File: src/rtl/mac_stream_unit_if.sv
// -----------------------------------------------------------------------------
// mac_stream_unit_if
//
// Purpose: bundles the operand stream, seed and result port of one MAC lane.
//
// Signals:
//   in_valid / in_ready   operand pair handshake
//   in_a, in_b            unsigned operands (DATA_W)
//   in_last               final term of the current vector
//   cfg_retro, prev       seed select and seed value, used on a first term
//   out_valid / out_ready result handshake
//   out_data              dot-product result (ACC_W)
//   out_count             terms in the vector, saturating (CNT_W)
//   out_ovf               accumulator overflow seen in the vector
//
// Modports:
//   master  operand scheduler / result collector side
//   slave   mac_stream_unit side
// -----------------------------------------------------------------------------
`timescale 1ns/1ps

interface mac_stream_unit_if #(
  parameter int DATA_W = 8,
  parameter int ACC_W  = 24,
  parameter int CNT_W  = 8
);
  logic              in_valid;
  logic              in_ready;
  logic [DATA_W-1:0] in_a;
  logic [DATA_W-1:0] in_b;
  logic              in_last;
  logic              cfg_retro;
  logic [ACC_W-1:0]  prev;
  logic              out_valid;
  logic              out_ready;
  logic [ACC_W-1:0]  out_data;
  logic [CNT_W-1:0]  out_count;
  logic              out_ovf;

  modport master (
    output in_valid, in_a, in_b, in_last, cfg_retro, prev, out_ready,
    input  in_ready, out_valid, out_data, out_count, out_ovf
  );

  modport slave (
    input  in_valid, in_a, in_b, in_last, cfg_retro, prev, out_ready,
    output in_ready, out_valid, out_data, out_count, out_ovf
  );
endinterface

File: src/rtl/mac_stream_unit.sv
// -----------------------------------------------------------------------------
// mac_stream_unit
//
// Purpose: two-stage pipelined multiply-accumulate lane. Stage 1 registers
// the product of each accepted operand pair together with its first/last
// markers and seed; stage 2 folds the product into the accumulator and
// raises out_valid when the last term of a vector has been added.
//
// Ports:
//   clk     clock, rising edge
//   rst     asynchronous, active-low reset
//   bus_if  mac_stream_unit_if.slave (operand stream in, result stream out)
//
// Parameters:
//   DATA_W  operand width (unsigned)
//   ACC_W   accumulator / result width, ACC_W >= 2*DATA_W
//   CNT_W   term counter width, counter saturates at all-ones
//
// Build option:
//   MAC_SATURATE_EN  when defined, an overflowing sum clamps the accumulator
//                    to all-ones; otherwise the sum wraps. out_ovf is set on
//                    overflow in both builds.
// -----------------------------------------------------------------------------
`timescale 1ns/1ps

module mac_stream_unit #(
  parameter int DATA_W = 8,
  parameter int ACC_W  = 24,
  parameter int CNT_W  = 8
) (
  input  logic                  clk,
  input  logic                  rst,
  mac_stream_unit_if.slave      bus_if
);

  localparam int PROD_W = 2 * DATA_W;

  // ---------------------------------------------------------------------------
  // Handshake
  // ---------------------------------------------------------------------------
  logic stall;
  logic accept;

  // ---------------------------------------------------------------------------
  // Stage 1 registers
  // ---------------------------------------------------------------------------
  logic              s1_valid_q, s1_valid_d;
  logic [ACC_W-1:0]  s1_prod_q,  s1_prod_d;
  logic              s1_last_q,  s1_last_d;
  logic              s1_first_q, s1_first_d;
  logic [ACC_W-1:0]  s1_seed_q,  s1_seed_d;
  // High when the next accepted pair opens a new vector.
  logic              first_pend_q, first_pend_d;

  // ---------------------------------------------------------------------------
  // Stage 2 registers (accumulator doubles as the result register)
  // ---------------------------------------------------------------------------
  logic [ACC_W-1:0]  acc_q, acc_d;
  logic [CNT_W-1:0]  cnt_q, cnt_d;
  logic              ovf_q, ovf_d;
  logic              out_valid_q, out_valid_d;

  // ---------------------------------------------------------------------------
  // Datapath helpers
  // ---------------------------------------------------------------------------
  logic [PROD_W-1:0] prod_w;
  logic              update;
  logic [ACC_W-1:0]  base_w;
  logic [ACC_W:0]    sum_w;
  logic              carry_w;

  localparam logic [CNT_W-1:0] CNT_MAX = {CNT_W{1'b1}};
  localparam logic [ACC_W-1:0] ACC_MAX = {ACC_W{1'b1}};

  // Operands are widened before multiplying so the full product is kept.
  assign prod_w = {{DATA_W{1'b0}}, bus_if.in_a} * {{DATA_W{1'b0}}, bus_if.in_b};

  // A result that is held but not taken freezes the whole pipeline.
  assign stall  = out_valid_q & ~bus_if.out_ready;
  assign accept = bus_if.in_valid & ~stall;
  assign update = s1_valid_q & ~stall;

  // A first term restarts from its seed instead of the running sum.
  assign base_w  = s1_first_q ? s1_seed_q : acc_q;
  assign sum_w   = {1'b0, base_w} + {1'b0, s1_prod_q};
  assign carry_w = sum_w[ACC_W];

  // ---------------------------------------------------------------------------
  // Stage 1 next state
  // ---------------------------------------------------------------------------
  always_comb begin
    s1_valid_d   = s1_valid_q;
    s1_prod_d    = s1_prod_q;
    s1_last_d    = s1_last_q;
    s1_first_d   = s1_first_q;
    s1_seed_d    = s1_seed_q;
    first_pend_d = first_pend_q;

    if (!stall) begin
      // Without a new pair the stage drains; with one it reloads.
      s1_valid_d = accept;
      if (accept) begin
        s1_prod_d    = ACC_W'(prod_w);
        s1_last_d    = bus_if.in_last;
        s1_first_d   = first_pend_q;
        s1_seed_d    = bus_if.cfg_retro ? bus_if.prev : '0;
        // in_last is only meaningful on an accepted pair.
        first_pend_d = bus_if.in_last;
      end
    end
  end

  // ---------------------------------------------------------------------------
  // Stage 2 next state
  // ---------------------------------------------------------------------------
  always_comb begin
    acc_d       = acc_q;
    cnt_d       = cnt_q;
    ovf_d       = ovf_q;
    out_valid_d = out_valid_q;

    if (update) begin
`ifdef MAC_SATURATE_EN
      // Once clamped at all-ones any nonzero product carries again, so the
      // accumulator stays clamped for the remainder of the vector.
      acc_d = carry_w ? ACC_MAX : sum_w[ACC_W-1:0];
`else
      acc_d = sum_w[ACC_W-1:0];
`endif
      if (s1_first_q) begin
        cnt_d = CNT_W'(1);
      end else if (cnt_q != CNT_MAX) begin
        cnt_d = cnt_q + CNT_W'(1);
      end
      ovf_d = (s1_first_q ? 1'b0 : ovf_q) | carry_w;
    end

    // A completing vector wins over the consume, so a back-to-back result
    // keeps out_valid high for another cycle.
    if (update && s1_last_q) begin
      out_valid_d = 1'b1;
    end else if (out_valid_q && bus_if.out_ready) begin
      out_valid_d = 1'b0;
    end
  end

  // ---------------------------------------------------------------------------
  // State registers
  // ---------------------------------------------------------------------------
  always_ff @(posedge clk or negedge rst) begin
    if (!rst) begin
      s1_valid_q   <= 1'b0;
      s1_prod_q    <= '0;
      s1_last_q    <= 1'b0;
      s1_first_q   <= 1'b0;
      s1_seed_q    <= '0;
      first_pend_q <= 1'b1;
      acc_q        <= '0;
      cnt_q        <= '0;
      ovf_q        <= 1'b0;
      out_valid_q  <= 1'b0;
    end else begin
      s1_valid_q   <= s1_valid_d;
      s1_prod_q    <= s1_prod_d;
      s1_last_q    <= s1_last_d;
      s1_first_q   <= s1_first_d;
      s1_seed_q    <= s1_seed_d;
      first_pend_q <= first_pend_d;
      acc_q        <= acc_d;
      cnt_q        <= cnt_d;
      ovf_q        <= ovf_d;
      out_valid_q  <= out_valid_d;
    end
  end

  // ---------------------------------------------------------------------------
  // Outputs
  // ---------------------------------------------------------------------------
  assign bus_if.in_ready  = ~stall;
  assign bus_if.out_valid = out_valid_q;
  assign bus_if.out_data  = acc_q;
  assign bus_if.out_count = cnt_q;
  assign bus_if.out_ovf   = ovf_q;

endmodule

File: src/flat_wrapper.sv
// flat-port wrapper written by rule: the top's interface ports become plain ports
module mac_stream_unit_flat 
#(
  parameter int DATA_W = 8,
  parameter int ACC_W  = 24,
  parameter int CNT_W  = 8
)
  (clk, rst, bus_if_in_valid, bus_if_in_a, bus_if_in_b, bus_if_in_last, bus_if_cfg_retro, bus_if_prev, bus_if_out_ready, bus_if_in_ready, bus_if_out_valid, bus_if_out_data, bus_if_out_count, bus_if_out_ovf);
  mac_stream_unit_if #(.DATA_W(DATA_W), .ACC_W(ACC_W), .CNT_W(CNT_W)) bus_if_i ();
  input  logic clk;
  input  logic rst;
  input wire logic [$bits(bus_if_i.in_valid)-1:0] bus_if_in_valid;
  input wire logic [$bits(bus_if_i.in_a)-1:0] bus_if_in_a;
  input wire logic [$bits(bus_if_i.in_b)-1:0] bus_if_in_b;
  input wire logic [$bits(bus_if_i.in_last)-1:0] bus_if_in_last;
  input wire logic [$bits(bus_if_i.cfg_retro)-1:0] bus_if_cfg_retro;
  input wire logic [$bits(bus_if_i.prev)-1:0] bus_if_prev;
  input wire logic [$bits(bus_if_i.out_ready)-1:0] bus_if_out_ready;
  output wire logic [$bits(bus_if_i.in_ready)-1:0] bus_if_in_ready;
  output wire logic [$bits(bus_if_i.out_valid)-1:0] bus_if_out_valid;
  output wire logic [$bits(bus_if_i.out_data)-1:0] bus_if_out_data;
  output wire logic [$bits(bus_if_i.out_count)-1:0] bus_if_out_count;
  output wire logic [$bits(bus_if_i.out_ovf)-1:0] bus_if_out_ovf;
  assign bus_if_i.in_valid = bus_if_in_valid;
  assign bus_if_i.in_a = bus_if_in_a;
  assign bus_if_i.in_b = bus_if_in_b;
  assign bus_if_i.in_last = bus_if_in_last;
  assign bus_if_i.cfg_retro = bus_if_cfg_retro;
  assign bus_if_i.prev = bus_if_prev;
  assign bus_if_i.out_ready = bus_if_out_ready;
  assign bus_if_in_ready = bus_if_i.in_ready;
  assign bus_if_out_valid = bus_if_i.out_valid;
  assign bus_if_out_data = bus_if_i.out_data;
  assign bus_if_out_count = bus_if_i.out_count;
  assign bus_if_out_ovf = bus_if_i.out_ovf;
  mac_stream_unit #(.DATA_W(DATA_W), .ACC_W(ACC_W), .CNT_W(CNT_W)) u_core (.clk(clk), .rst(rst), .bus_if(bus_if_i));
endmodule
File: config.mk
export PLATFORM = sky130hd
export DESIGN_NAME = mac_stream_unit_flat
export DESIGN_NICKNAME = d
export VERILOG_FILES = /design/src/rtl/mac_stream_unit_if.sv /design/src/rtl/mac_stream_unit.sv /design/src/flat_wrapper.sv
export SDC_FILE = /design/constraint.sdc
export NUM_CORES = 1
export LEC_CHECK = 0
export CAP_MARGIN = 20
export CORE_ASPECT_RATIO = 1.2
export CORE_MARGIN = 3
export CORE_UTILIZATION = 51
export DETAILED_ROUTE_END_ITERATION = 6
export GPL_TIMING_DRIVEN = 0
export HOLD_SLACK_MARGIN = 0.03
export PLACE_DENSITY = 0.77
export SYNTH_ARGS = -nofsm -noshare
export SYNTH_HDL_FRONTEND = slang
export SYNTH_SLANG_ARGS = --single-unit
File: constraint.sdc
create_clock -name clk -period 3.95 [get_ports clk]
set_input_delay 0.79 -clock clk [delete_from_list [all_inputs] [get_ports clk]]
set_output_delay 0.79 -clock clk [all_outputs]
set_load 0.1 [all_outputs]
; Word level (Yosys, flattened, before mapping)
; Index checks and enable logic that the tools add are counted.
[totals]
regBits = 78
latch_bits = 0
ram_bits = 0
romBits = 0
input_bits = 46
out_inout_bits = 35
n_memories = 0
[classes]
n_addsub = 2
mul = 1
n_div = 0
magnitude_cmp = 0
n_eq_ne = 1
shift = 0
mux = 7
n_bitwise = 6
reduce_logical = 6
[op_table]
columns = cell, count
row1 = $mux W24, 2
row2 = $add A24 B16 Y25, 1
row3 = $mul A8 B8 Y16, 1
row4 = $mux W8, 2
row5 = $add A8 B1 Y8 const B, 1
row6 = $ne A8 B8 Y1 const B, 1
row7 = $reduce_and A2 Y1, 2
row8 = $reduce_bool A2 Y1, 2
row9 = $and A1 B1 Y1, 3
row10 = $mux W1, 3
row11 = $logic_and A1 B1 Y1, 2
row12 = $not A1 Y1, 2
row13 = $or A1 B1 Y1, 1

; Logic depth before layout (Yosys ltp)
; Gate-level depths: netlist of run 1.
[depth]
depth_word = 6
mapped_depth = 17
ltp_nobuf = 17

; Worst setup path before layout of run 1
; OpenSTA, ideal clock, no wires.
[synth_timing]
path_type = input-to-reg
startpoint = in bus_if_in_a[3]
endpoint = reg u_core.s1_prod_q[13]
setup_ps = 133
t_arrival_ps = 4411
required_time_ps = 3817
slack_ps = -594
path_stages = 17
cell_sequence = and2_1 > fa_1 > inv_1 > fa_1 > inv_1 > fa_1 > inv_1 > fa_1 > inv_1 > ha_1 > o21a_1 > o31ai_1 > a21oi_1 > a41oi_1 > nor2b_1 > xor2_1 > o21ai_0
[synth_between]
elab_chain_len = 1
[synth_lines]
columns = element, line
row1 = start: declaration, flat_wrapper.sv:13  ; input wire logic [$bits(bus_if_i.in_a)-1:0] bus_if_in_a;
row2 = $mul A8 B8 Y16, mac_stream_unit.sv:76  ; assign prod_w = {{DATA_W{1'b0}}, bus_if.in_a} * {{DATA_W{1'b0}}, bus_if.in_b};
row3 = end signal: assignment, mac_stream_unit.sv:164  ; s1_prod_q <= s1_prod_d;
row4 = end: declaration, mac_stream_unit.sv:48  ; logic [ACC_W-1:0] s1_prod_q, s1_prod_d;
; No other way between the ends.
; A chain may end at the register's enable or synchronous reset.

; Final worst setup path of run 1
[layout_timing]
startpoint = in bus_if_in_b[2]
endpoint = reg u_core.s1_prod_q[15]
[layout_between]
elab_chain_len = 1
[layout_lines]
columns = element, line
row1 = start: declaration, flat_wrapper.sv:14  ; input wire logic [$bits(bus_if_i.in_b)-1:0] bus_if_in_b;
row2 = $mul A8 B8 Y16, mac_stream_unit.sv:76
; No other way between the ends.

==> metrics.txt, run 1 <==
# TYPE chip_impl_metric gauge
chip_impl_metric{name="switching_share",unit=""} 0.5046
chip_impl_metric{name="port_buffers",unit=""} 80
chip_impl_info{name="worst-setup-path-type",value="primary input to flip-flop"} 1
chip_impl_metric{name="sequentialPowerShare",unit=""} 0.214
chip_impl_metric{name="drt_iter0_drc",unit=""} 350
chip_impl_metric{name="final.fill_count",unit=""} 978
chip_impl_metric{name="max_cap_viols",unit=""} 0
chip_impl_metric{name="gpl.final_weighted_congestion",unit=""} 0.9020
chip_impl_metric{name="final_antenna_net_count",unit=""} 0
chip_impl_metric{name="clock-sinks",unit=""} 78
chip_impl_metric{name="postLayoutSetupSlackWorst",unit="ns"} -0.3693
chip_impl_info{name="timing.rr.start",value="u_core.s1_first_q"} 1
chip_impl_info{name="worstSetupStartpointType",value="primary input"} 1
chip_impl_metric{name="worstPathRequired",unit="ns"} 4.15
chip_impl_metric{name="post_route_cells_drive_above_1_share",unit=""} 0.1458
chip_impl_metric{name="core.rowCount",unit=""} 44
chip_impl_metric{name="floorplan.die.width",unit="um"} 108.0
chip_impl_metric{name="insertedDiodeCount",unit=""} 0
chip_impl_metric{name="fmaxAchievable",unit="GHz"} 0.2315
chip_impl_metric{name="grt_antenna_before_repair",unit=""} 0
chip_impl_metric{name="wl_per_cell",unit="um"} 16.18
chip_impl_metric{name="design.die.area",unit="mm2"} 0.01386
chip_impl_metric{name="stdcell_area",unit="mm2"} 0.007953
chip_impl_metric{name="avgViaCountPerCell",unit=""} 5.603
chip_impl_info{name="rsz0062_at_grt",value="true"} 1
chip_impl_metric{name="net-switching-power",unit="uW"} 3041
chip_impl_metric{name="power_density_over_the_cells",unit="mW/mm2"} 757.7
chip_impl_metric{name="netlist_area",unit="mm2"} 0.006364
chip_impl_metric{name="layout-area-overhead-vs-synth",unit="%"} 24.97
chip_impl_info{name="critPathLaunch",value="bus_if_in_b[2]"} 1
chip_impl_metric{name="hold_ws",unit="ns"} 0.3678
chip_impl_metric{name="timing.final.crit_period",unit="ns"} 4.319
chip_impl_metric{name="grt_start_max_net_pins",unit=""} 53
chip_impl_metric{name="finish.net_count",unit=""} 947
chip_impl_metric{name="syn_inst",unit=""} 709
chip_impl_metric{name="worstPathMaxFanout",unit=""} 8
chip_impl_metric{name="ys_seq_elements",unit=""} 78
chip_impl_info{name="timing.critical_path.cells",value="buf_8 -> and2_4 -> fa_1 -> inv_1 -> fa_2 -> inv_2 -> fa_1 -> inv_1 -> fa_2 -> inv_2 -> ha_4 -> o21a_1 -> o31ai_4 -> a21oi_2 -> a41oi_2 -> a21oi_2 -> xnor2_1 -> o21ai_1"} 1
chip_impl_info{name="tritoncts",value="done"} 1
chip_impl_info{name="synth_ff_type",value="sky130_fd_sc_hd__dfrtp_1"} 1
chip_impl_metric{name="grtUsageTotal",unit=""} 0.2394
chip_impl_metric{name="initial_utilization",unit=""} 0.5230
chip_impl_metric{name="detailroute.via_count",unit=""} 5474
chip_impl_metric{name="top_level_ports",unit=""} 81
chip_impl_metric{name="synthesis.nets",unit=""} 845
chip_impl_metric{name="critPathMaxStageDelay",unit="ns"} 0.53
chip_impl_metric{name="detail_route.first_pass.iterations",unit=""} 5
chip_impl_metric{name="worst_setup_hold_path_clk_slew",unit="ns"} 0.06
chip_impl_metric{name="cp_data_arrival_time",unit="ns"} 4.52
chip_impl_metric{name="hpwlAfterDp",unit="um"} 12300
chip_impl_metric{name="yosys_warnings",unit=""} 0
chip_impl_metric{name="drc_errors",unit=""} 0
chip_impl_info{name="root_buffer",value="sky130_fd_sc_hd__clkbuf_16"} 1
chip_impl_metric{name="cts-hold-fix-buffers",unit=""} 0
chip_impl_metric{name="netlist_cell_types",unit=""} 59
chip_impl_metric{name="chipHeight",unit="um"} 128.4
chip_impl_metric{name="p_int",unit="uW"} 2985
chip_impl_metric{name="worstMarginPinSlew",unit="ns"} 1.002
chip_impl_metric{name="cts_buffer_depth",unit=""} 2
chip_impl_metric{name="place_area",unit="mm2"} 0.007456
chip_impl_metric{name="cts_buffers",unit=""} 9
chip_impl_info{name="run_status",value="finished, violations left"} 1
chip_impl_metric{name="first_pass_grt_wire_length",unit="um"} 26650
chip_impl_metric{name="async_flop_share",unit=""} 1.000
chip_impl_metric{name="clk-insertion-delay-late",unit="ns"} 0.34
chip_impl_info{name="timing.hold.worst.class",value="primary input to async pin"} 1
chip_impl_metric{name="clkPwrFrac",unit=""} 0.133
chip_impl_info{name="crit_path_top_delay_cell",value="sky130_fd_sc_hd__fa_1"} 1
chip_impl_metric{name="grt_pass1_vias",unit=""} 5567
chip_impl_info{name="nature_of_the_critical_path_endpoint",value="flip-flop"} 1
chip_impl_metric{name="synth.yosys.seq_area_share",unit=""} 0.3069
chip_impl_metric{name="design.core.area",unit="mm2"} 0.01217
chip_impl_info{name="failed_checks",value="setup timing"} 1
chip_impl_metric{name="period_share",unit=""} 1.093
chip_impl_metric{name="synthesized_area_per_cell",unit="um2"} 8.975
chip_impl_metric{name="slew-limit-headroom",unit=""} 0.3297
chip_impl_metric{name="globalRouteOverflowTotal",unit=""} 0
chip_impl_metric{name="timing.clock.skew",unit="ns"} 0.008187
chip_impl_metric{name="timing.setup.tns",unit="ns"} -1.770
chip_impl_metric{name="htree_num_levels",unit=""} 3
chip_impl_metric{name="total_leakage_power",unit="uW"} 0.003702
chip_impl_metric{name="report.final.setup_viol",unit=""} 8
chip_impl_metric{name="number_of_hold_violations_in_the_final_report",unit=""} 0
chip_impl_metric{name="finalWirelength",unit="um"} 15810
chip_impl_metric{name="final_max_slew_viol_count",unit=""} 0
chip_impl_metric{name="synth_enable_flop_cells",unit=""} 0
chip_impl_metric{name="ir_drop",unit="uV"} 523.3
chip_impl_metric{name="power.share.combinational",unit=""} 0.653
power by group through the flow:
stage | clock (uW) | sequential (uW) | combinational, uW
global route | 843 | 1320 | 4290
CTS | 803 | 1280 | 3810
global placement | 0 | 1280 | 3570
finish | 800 | 1290 | 3940
detailed placement | 0 | 1290 | 3660
floorplan | 0 | 2230 | 1880
registers in the layout, indices dropped and copies added, names as in the netlist:
| signal | cells |
|---|---|
| u_core.bus_if.out_data | 24 |
| u_core.s1_seed_q | 24 |
| u_core.s1_prod_q | 16 |
| u_core.bus_if.out_count | 8 |
| u_core.bus_if.out_ovf | 1 |
| u_core.bus_if.out_valid | 1 |
| u_core.first_pend_q | 1 |
| u_core.s1_first_q | 1 |
| u_core.s1_last_q | 1 |
| u_core.s1_valid_q | 1 |
path summary, 6_finish.rpt:
path / to / slack (ns) / cells past startpoint
setup / recovery: u_core.s1_prod_q[15] / -0.37 / 18
max in group asynchronous: u_core.first_pend_q / 2.95 / 2
hold reg to reg: u_core.first_pend_q / 0.46 / 2
setup reg to reg: u_core.bus_if.out_data[16] / 0 / 14
min in group clk: u_core.first_pend_q / 0.46 / 2
hold / removal: u_core.bus_if.out_data[16] / 0.37 / 1
through the flow:
step           instances  utilization  setup WS, ns  total power, uW
3_3_place_gp         950       0.6108        -1.256             4851
5_1_grt              977       0.6536       -0.5300             6454
2_1_floorplan        709            -       -0.3973             4102
4_1_cts              972       0.6454       -0.3867             5895
3_5_place_dp         951       0.6128        -1.349             4947
6_report             977       0.6536       -0.3693             6026
critical path, delay by kind of cell:
kind	cells	cell delay (ns)
AO/OA/AOI/OAI	6	0.87
buffers and inverters	5	0.29
XOR/XNOR	1	0.13
adder cells (fa/ha/maj)	5	2.30
AND/OR/NAND/NOR	1	0.13
cells in the mapped netlist, types with 4 or more instances:
cell type                   number  area share
sky130_fd_sc_hd__nand4_1         5      0.0049
sky130_fd_sc_hd__a21oi_1        24       0.019
sky130_fd_sc_hd__xnor2_1        10       0.014
sky130_fd_sc_hd__mux2_2         21       0.037
sky130_fd_sc_hd__a211oi_1        6      0.0071
sky130_fd_sc_hd__nor2_1         19       0.011
sky130_fd_sc_hd__o21ai_0        63       0.050
sky130_fd_sc_hd__o2111ai_1       4      0.0055
sky130_fd_sc_hd__fa_1           37        0.12
sky130_fd_sc_hd__nand2b_1        5      0.0049
sky130_fd_sc_hd__a221o_1         4      0.0063
sky130_fd_sc_hd__inv_1          57       0.034
sky130_fd_sc_hd__xor2_1         19       0.026
sky130_fd_sc_hd__nand2_1       133       0.078
sky130_fd_sc_hd__and2_1         48       0.047
sky130_fd_sc_hd__ha_1           53        0.10
sky130_fd_sc_hd__o21bai_1        5      0.0059
sky130_fd_sc_hd__nor3_1         10      0.0079
sky130_fd_sc_hd__dfrtp_1        77        0.30
sky130_fd_sc_hd__mux2i_1         6      0.0094
sky130_fd_sc_hd__clkbuf_1       20       0.012
sky130_fd_sc_hd__nand3_1         9      0.0071
sky130_fd_sc_hd__or3_1           6      0.0059
sky130_fd_sc_hd__nor2b_1         9      0.0088
sky130_fd_sc_hd__and3_1          6      0.0059
sky130_fd_sc_hd__a21o_1          8      0.0094
layer usage:
| layer | routed length (um) | share of wire | global-route usage |
|---|---|---|---|
| met1 | 6413 | 0.41 | 0.2875 |
| met2 | 8120 | 0.51 | 0.4323 |
| met3 | 741 | 0.047 | 0.02659 |
| met4 | 531 | 0.034 | 0.1033 |
| met5 | 0 | 0 | 0 |
cell type report:
class,instances,area [um2],area share
clock inverters,2,13.76,0.001731
multi-input cells,550,4307,0.5415
flip-flops and latches,78,1953,0.2456
clock buffers,14,274.0,0.03446
repair buffers,92,892.1,0.1122
well taps,161,201.4,0.02533
inverters,57,214.0,0.02690
plain buffers,23,97.59,0.01227
layout by cell type (no fill, tap or decap), drive strengths merged, types with 4 or more instances in the layout:
cell | synthesis | final
nand2b | 5 | 5
a21oi | 24 | 24
xor2 | 19 | 19
nor2b | 9 | 9
xnor2 | 10 | 10
nand4 | 6 | 6
mux2 | 22 | 22
a21o | 9 | 9
dfrtp | 77 | 77
and2 | 48 | 48
buf | 4 | 30
clkdlybuf4s50 | 0 | 63
or3 | 6 | 6
and3 | 7 | 7
fa | 37 | 37
nor2 | 19 | 19
o2111ai | 4 | 4
nor3 | 11 | 11
clkbuf | 20 | 34
nand2 | 134 | 134
ha | 53 | 53
a211oi | 6 | 6
inv | 57 | 58
a221o | 5 | 5
o21ai | 64 | 64
mux2i | 6 | 6
o21bai | 5 | 5
nand3 | 9 | 9
timing repair:
item / CTS / global route
pin swaps: 29 / 22
gates resized for setup: 109 / 16
buffers inserted: 6 / 6
setup endpoints to repair: 23 / 14
logic make-up after synthesis:
| family | Yosys count | synth area share |
|---|---|---|
| AND/OR/NAND/NOR | 264 | 0.2002 |
| AO/OA/AOI/OAI | 139 | 0.1345 |
| adder cells (fa/ha/maj) | 90 | 0.2206 |
| buffers and inverters | 81 | 0.04896 |
| flip-flops | 78 | 0.3069 |
| XOR/XNOR | 29 | 0.03991 |
| multiplexers | 28 | 0.04896 |
Power figures use the tool's default switching activity.
==> inputs of run 2 (changes only) <==
Settings changed: ABC_CLOCK_PERIOD_IN_PS set to 3950.
==> results of run 2 <==
The final DEF is identical to that of run 1; final timing and power are the same.
